File: src/rtl/load_unit.sv
// load_unit: MEM-stage load FSM with byte/halfword extraction, sign/zero extension and ack timeout.
// Define LOAD_ALIGN_CHECK_EN to reject misaligned LW/LH/LHU with an ld_err pulse instead of issuing them.
module load_unit #(
  parameter int MAX_WAIT = 15
) (
  input  logic        clk,
  input  logic        rst,
  input  logic        ld_valid,
  input  logic [2:0]  ld_op,
  input  logic [31:0] ld_addr,
  output logic        mem_req,
  output logic [31:0] mem_addr,
  input  logic        mem_ack,
  input  logic [31:0] mem_rdata,
  output logic        ld_busy,
  output logic        ld_done,
  output logic [31:0] ld_data,
  output logic        ld_err
);
  typedef enum logic [1:0] {IDLE, WAIT, DONE} state_t;
  state_t      r_state, w_next;
  logic [2:0]  r_op;
  logic [31:0] r_addr, r_data, w_ext;
  logic [7:0]  r_cnt, w_byte;
  logic [15:0] w_half;
  logic        r_err, w_misalign, w_accept, w_timeout;
`ifdef LOAD_ALIGN_CHECK_EN
  assign w_misalign = (ld_op == 3'd1 || ld_op == 3'd2) ? ld_addr[0] :
                      (ld_op == 3'd3 || ld_op == 3'd4) ? 1'b0 : |ld_addr[1:0];
`else
  assign w_misalign = 1'b0;
`endif
  assign w_accept  = r_state == IDLE && ld_valid && !w_misalign;
  // the deadline cycle itself still honours an ack
  assign w_timeout = r_state == WAIT && !mem_ack && r_cnt == 8'(MAX_WAIT);
  assign w_byte    = mem_rdata[8*r_addr[1:0] +: 8];
  assign w_half    = r_addr[1] ? mem_rdata[31:16] : mem_rdata[15:0];
  always_comb begin
    w_ext = r_op == 3'd1 ? {{16{w_half[15]}}, w_half} :
            r_op == 3'd2 ? {16'b0, w_half} :
            r_op == 3'd3 ? {{24{w_byte[7]}}, w_byte} :
            r_op == 3'd4 ? {24'b0, w_byte} : mem_rdata;
  end
  always_comb begin
    w_next = r_state;
    if (r_state == IDLE) w_next = w_accept ? WAIT : IDLE;
    else if (r_state == WAIT) w_next = mem_ack ? DONE : w_timeout ? IDLE : WAIT;
    else w_next = IDLE;
  end
  always_ff @(posedge clk or posedge rst) begin
    if (rst) begin
      r_state <= IDLE;
      r_op    <= 3'd0;
      r_addr  <= 32'd0;
      r_cnt   <= 8'd0;
      r_data  <= 32'd0;
      r_err   <= 1'b0;
    end else begin
      r_state <= w_next;
      r_err   <= (r_state == IDLE && ld_valid && w_misalign) || w_timeout;
      if (w_accept) begin
        r_op   <= ld_op;
        r_addr <= ld_addr;
        r_cnt  <= 8'd0;
      end
      if (r_state == WAIT && !mem_ack) r_cnt <= r_cnt + 8'd1;
      if (r_state == WAIT && mem_ack) r_data <= w_ext;
    end
  end
  assign mem_req  = r_state == WAIT;
  assign mem_addr = {r_addr[31:2], 2'b00};
  assign ld_busy  = !rst && (w_accept || r_state == WAIT);
  assign ld_done  = r_state == DONE;
  assign ld_data  = r_data;
  assign ld_err   = r_err;
endmodule

File: config.mk
export PLATFORM = sky130hd
export DESIGN_NAME = load_unit
export DESIGN_NICKNAME = d
export VERILOG_FILES = /design/src/rtl/load_unit.sv
export SDC_FILE = /design/constraint.sdc
export NUM_CORES = 1
export LEC_CHECK = 0
export ABC_AREA = 1
export CORE_ASPECT_RATIO = 0.75
export CORE_MARGIN = 2
export CORE_UTILIZATION = 25
export CTS_CLUSTER_DIAMETER = 100
export DETAILED_ROUTE_END_ITERATION = 8
export PLACE_DENSITY = 0.49
export SKIP_LAST_GASP = 1
export SYNTH_ARGS = -nofsm -noshare
export SYNTH_HDL_FRONTEND = slang
export SYNTH_SLANG_ARGS = --single-unit
File: constraint.sdc
create_clock -name clk -period 3.9 [get_ports clk]
set_input_delay 0.39 -clock clk [delete_from_list [all_inputs] [get_ports clk]]
set_output_delay 0.39 -clock clk [all_outputs]
set_load 0.03 [all_outputs]
==> flow_summary.toml <==
[setup_path]
worstSetupPathType = "in2out"
crit_arrival_ns = 2.31
worstPathRequired_ns = 3.51
worstPathMaxFanout = 16
setup.worst_path.start = "ld_valid"
timing.rr.start = "r_state[1]$_DFF_PP0_"
crit_path_end_kind = "output pin"
r2r_setup_slack_ns = 1.48
critPathLaunchType = "input port"

[global_routing]
grt_use_total_pct = 14.55
antenna_found_initial = 0
grt_overflow_total = 0
first_global_vias = 3912
grt_max_degree = 42
grt_pass1_wl_um = 21040

[drt]
vias = 3993
first_pass_iters = 4
drt_wl_total_um = 13200
viasPerCell = 4.303
drc = 0
wl_per_cell_um = 14.22
drtIter0Drc = 218
final_antenna_net_count = 0

[timing]
setup_viol = 0
skew_ns = 0.007158
maxSlewViolCount = 0
tightest_slew_ns = 0.7193
max_slew_margin_pct = 52.00
rsz0062_at_grt = "no"
hold_viol = 0
fmax_mhz = 370.4
finalCriticalPeriod_ns = 2.700
finalSetupTns_ns = 0
timing.final.crit_share_pct = 69.22

[flow_run]
drv_cap = 0

[power_and_ir_drop]
p_sw_uw = 2171
pwr-share-comb_pct = 53.5
ir_worst_vdd_mv = 0.2209
powerDensity_nw_per_um2 = 804.0
seqPwrFrac_pct = 28.6
clockPowerShare_pct = 17.9
p_int_uw = 2674
p_leak_uw = 0.002921
swShare_pct = 44.80

[floorplan]
rows = 42
io_pins = 139
initial_utilization_pct = 25.34
coreArea_um2 = 17550
fp.dieW_um = 158.0
dieArea_um2 = 18890
die_y_um = 119.5

[min_path]
hold_start = "r_addr[6]$_DFFE_PP0P_"
min_path_type = "reg2reg"

[synth]
synthCells = 588
synthMuxAreaShare_pct = 0
synthArstFlopShare_pct = 100.0
seq_area_frac_synth_pct = 43.88
synth_compound_area_share_pct = 9.480
synthAdderAreaFrac_pct = 0.2813
synth_edf_count = 0
synth_xor_area_share_pct = 0.3938
syn_area_um2 = 4448
yosys_register_bits = 78
synth_top_family_by_area = "simple AND/OR/NAND/NOR gates"
yosys.area_share.simple_pct = 32.12
ys.flop_type = "dfrtp_1"
syn_avg_cell_area_um2 = 7.565
ys_types = 34
ys_warn_count = 0

[finish]
layout-drive-gt1-share_pct = 9.913
syn_to_final_growth_pct = 35.47
final_nets = 754
fin_util_pct = 34.33
instances_no_fill = 928
antennaDiodeCount = 0

[placement]
dp_hpwl_um = 9860
gp_congestion = 0.8293
port-buffer-count = 136
dp.cells = 913

[clock_tree]
cts_inserted_buffers = 9
cts_hold_buffers = 0
clkLatencyLatePin_ns = 0.34
cts-htree-levels = 3
post_cts_resize_count = 0
cts_setup_buffers = 0
root_buffer = "clkbuf_16"
cts.clk_slew.worst_paths_ns = 0.06
cts_tree = "built"
cts_buffer_depth = 2
cts_num_sinks = 78

[run_status]
outcome = "complete, no violations"
-- cells in the final DEF (no fill, tap or decap), types with 2 or more instances in the layout --
cell type        Yosys  final
a21boi_0             7      7
or2_2               21     21
clkdlybuf4s50_1      0    136
inv_6                1      2
clkinv_2             1      2
nand3_1             47     47
dfrtp_1             78     78
nand4_1              2      2
a21boi_1             4      4
nand2_2              5      5
a21boi_2             5      5
o21ai_0             25     25
nor2_1              22     22
clkbuf_8             0      2
a21oi_1             10     10
nand3_2              4      4
buf_4               34      4
inv_2                3      3
inv_1               42     41
o21ai_1              8      8
nand2_1            228    228
conb_1               1      2
clkbuf_16            0      9
a21oi_2              6      6
-- per-layer routing --
metal | routed length, µm | vias to the layer above | global-route usage, %
met5 | 0 | - | 0
met4 | 172 | 0 | 4.617
met3 | 777 | 12 | 3.936
met2 | 5805 | 124 | 20.98
met1 | 6439 | 1865 | 21.08
li1 | - | 1992 | -
-- worst max-delay path: stages --
cell and delay, ns:
clkdlybuf4s50_1 0.46, nand3_1 0.46, a21oi_1 0.30, clkdlybuf4s50_1 0.69
-- logic make-up (layout without fill, tap and decap cells) --
logic type      after synthesis  after routing
other cells                   1              2
fa+ha+maj                     1              1
flops                        78             78
compound gates               67             67
xor+xnor                      2              2
simple gates                334            334
buf+inv                     105            202
-- cell type report --
type	count	area (µm²)
fillers	1875	11530
flip-flops and latches	78	1952
multi-input cells	406	1888
repair buffers	140	1391
well taps	242	302.8
clock buffers	11	252.7
inverters	47	183.9
clock inverters	4	55.05
-- sequential cells by signal, indices dropped and copies added, names as in the netlist --
register and flops:
ld_err 1, r_cnt 8, r_op 3, r_addr 32, r_state 2, ld_data 32
-- cells in the mapped netlist (2+ instances only) --
cell | instances | area (µm²)
a21boi_0 | 7 | 52.55
a21boi_1 | 4 | 30.03
a21boi_2 | 5 | 56.30
a21oi_1 | 10 | 50.05
a21oi_2 | 6 | 52.55
buf_2 | 7 | 35.03
buf_4 | 34 | 255.2
buf_6 | 10 | 112.6
clkbuf_1 | 7 | 26.28
dfrtp_1 | 78 | 1952
inv_1 | 42 | 157.7
inv_2 | 3 | 11.26
nand2_1 | 228 | 855.8
nand2_2 | 5 | 31.28
nand3_1 | 47 | 235.2
nand3_2 | 4 | 40.04
nand4_1 | 2 | 12.51
nor2_1 | 22 | 82.58
o21ai_0 | 25 | 125.1
o21ai_1 | 8 | 40.04
or2_2 | 21 | 131.4
-- power by group through the flow --
stage / registers [µW] / logic, µW / clock network [µW]
after detailed placement: 1400 / 2590 / 0
after global placement: 1390 / 2580 / 0
final: 1380 / 2590 / 869
after floorplan: 1630 / 1620 / 0
after global routing: 1430 / 2820 / 941
after CTS: 1390 / 2600 / 901
-- final timing paths --
check,to,depth (start not counted)
max,ld_busy,4
min,r_addr[6]$_DFFE_PP0P_,2
max reg2reg,r_cnt[6]$_DFFE_PP0P_,7
min reg2reg,r_addr[6]$_DFFE_PP0P_,2
max in group asynchronous,ld_data[18]$_DFFE_PP0N_,3
min in group asynchronous,r_addr[5]$_DFFE_PP0P_,2
-- stage by stage --
step | power (µW) | cell area, µm² | worst slack, ns | hold WS (ns)
6_report | 4845 | 6026 | 1.200 | 0.4784
5_1_grt | 5194 | 6026 | 1.117 | 0.5129
4_1_cts | 4894 | 6026 | 1.188 | 0.4852
3_5_place_dp | 3986 | 5718 | 1.034 | 0.4683
3_3_place_gp | 3967 | 5718 | 1.096 | 0.4627
2_1_floorplan | 3250 | 4452 | 1.515 | 0.4500
No activity file was read; power rests on OpenSTA's default activity.
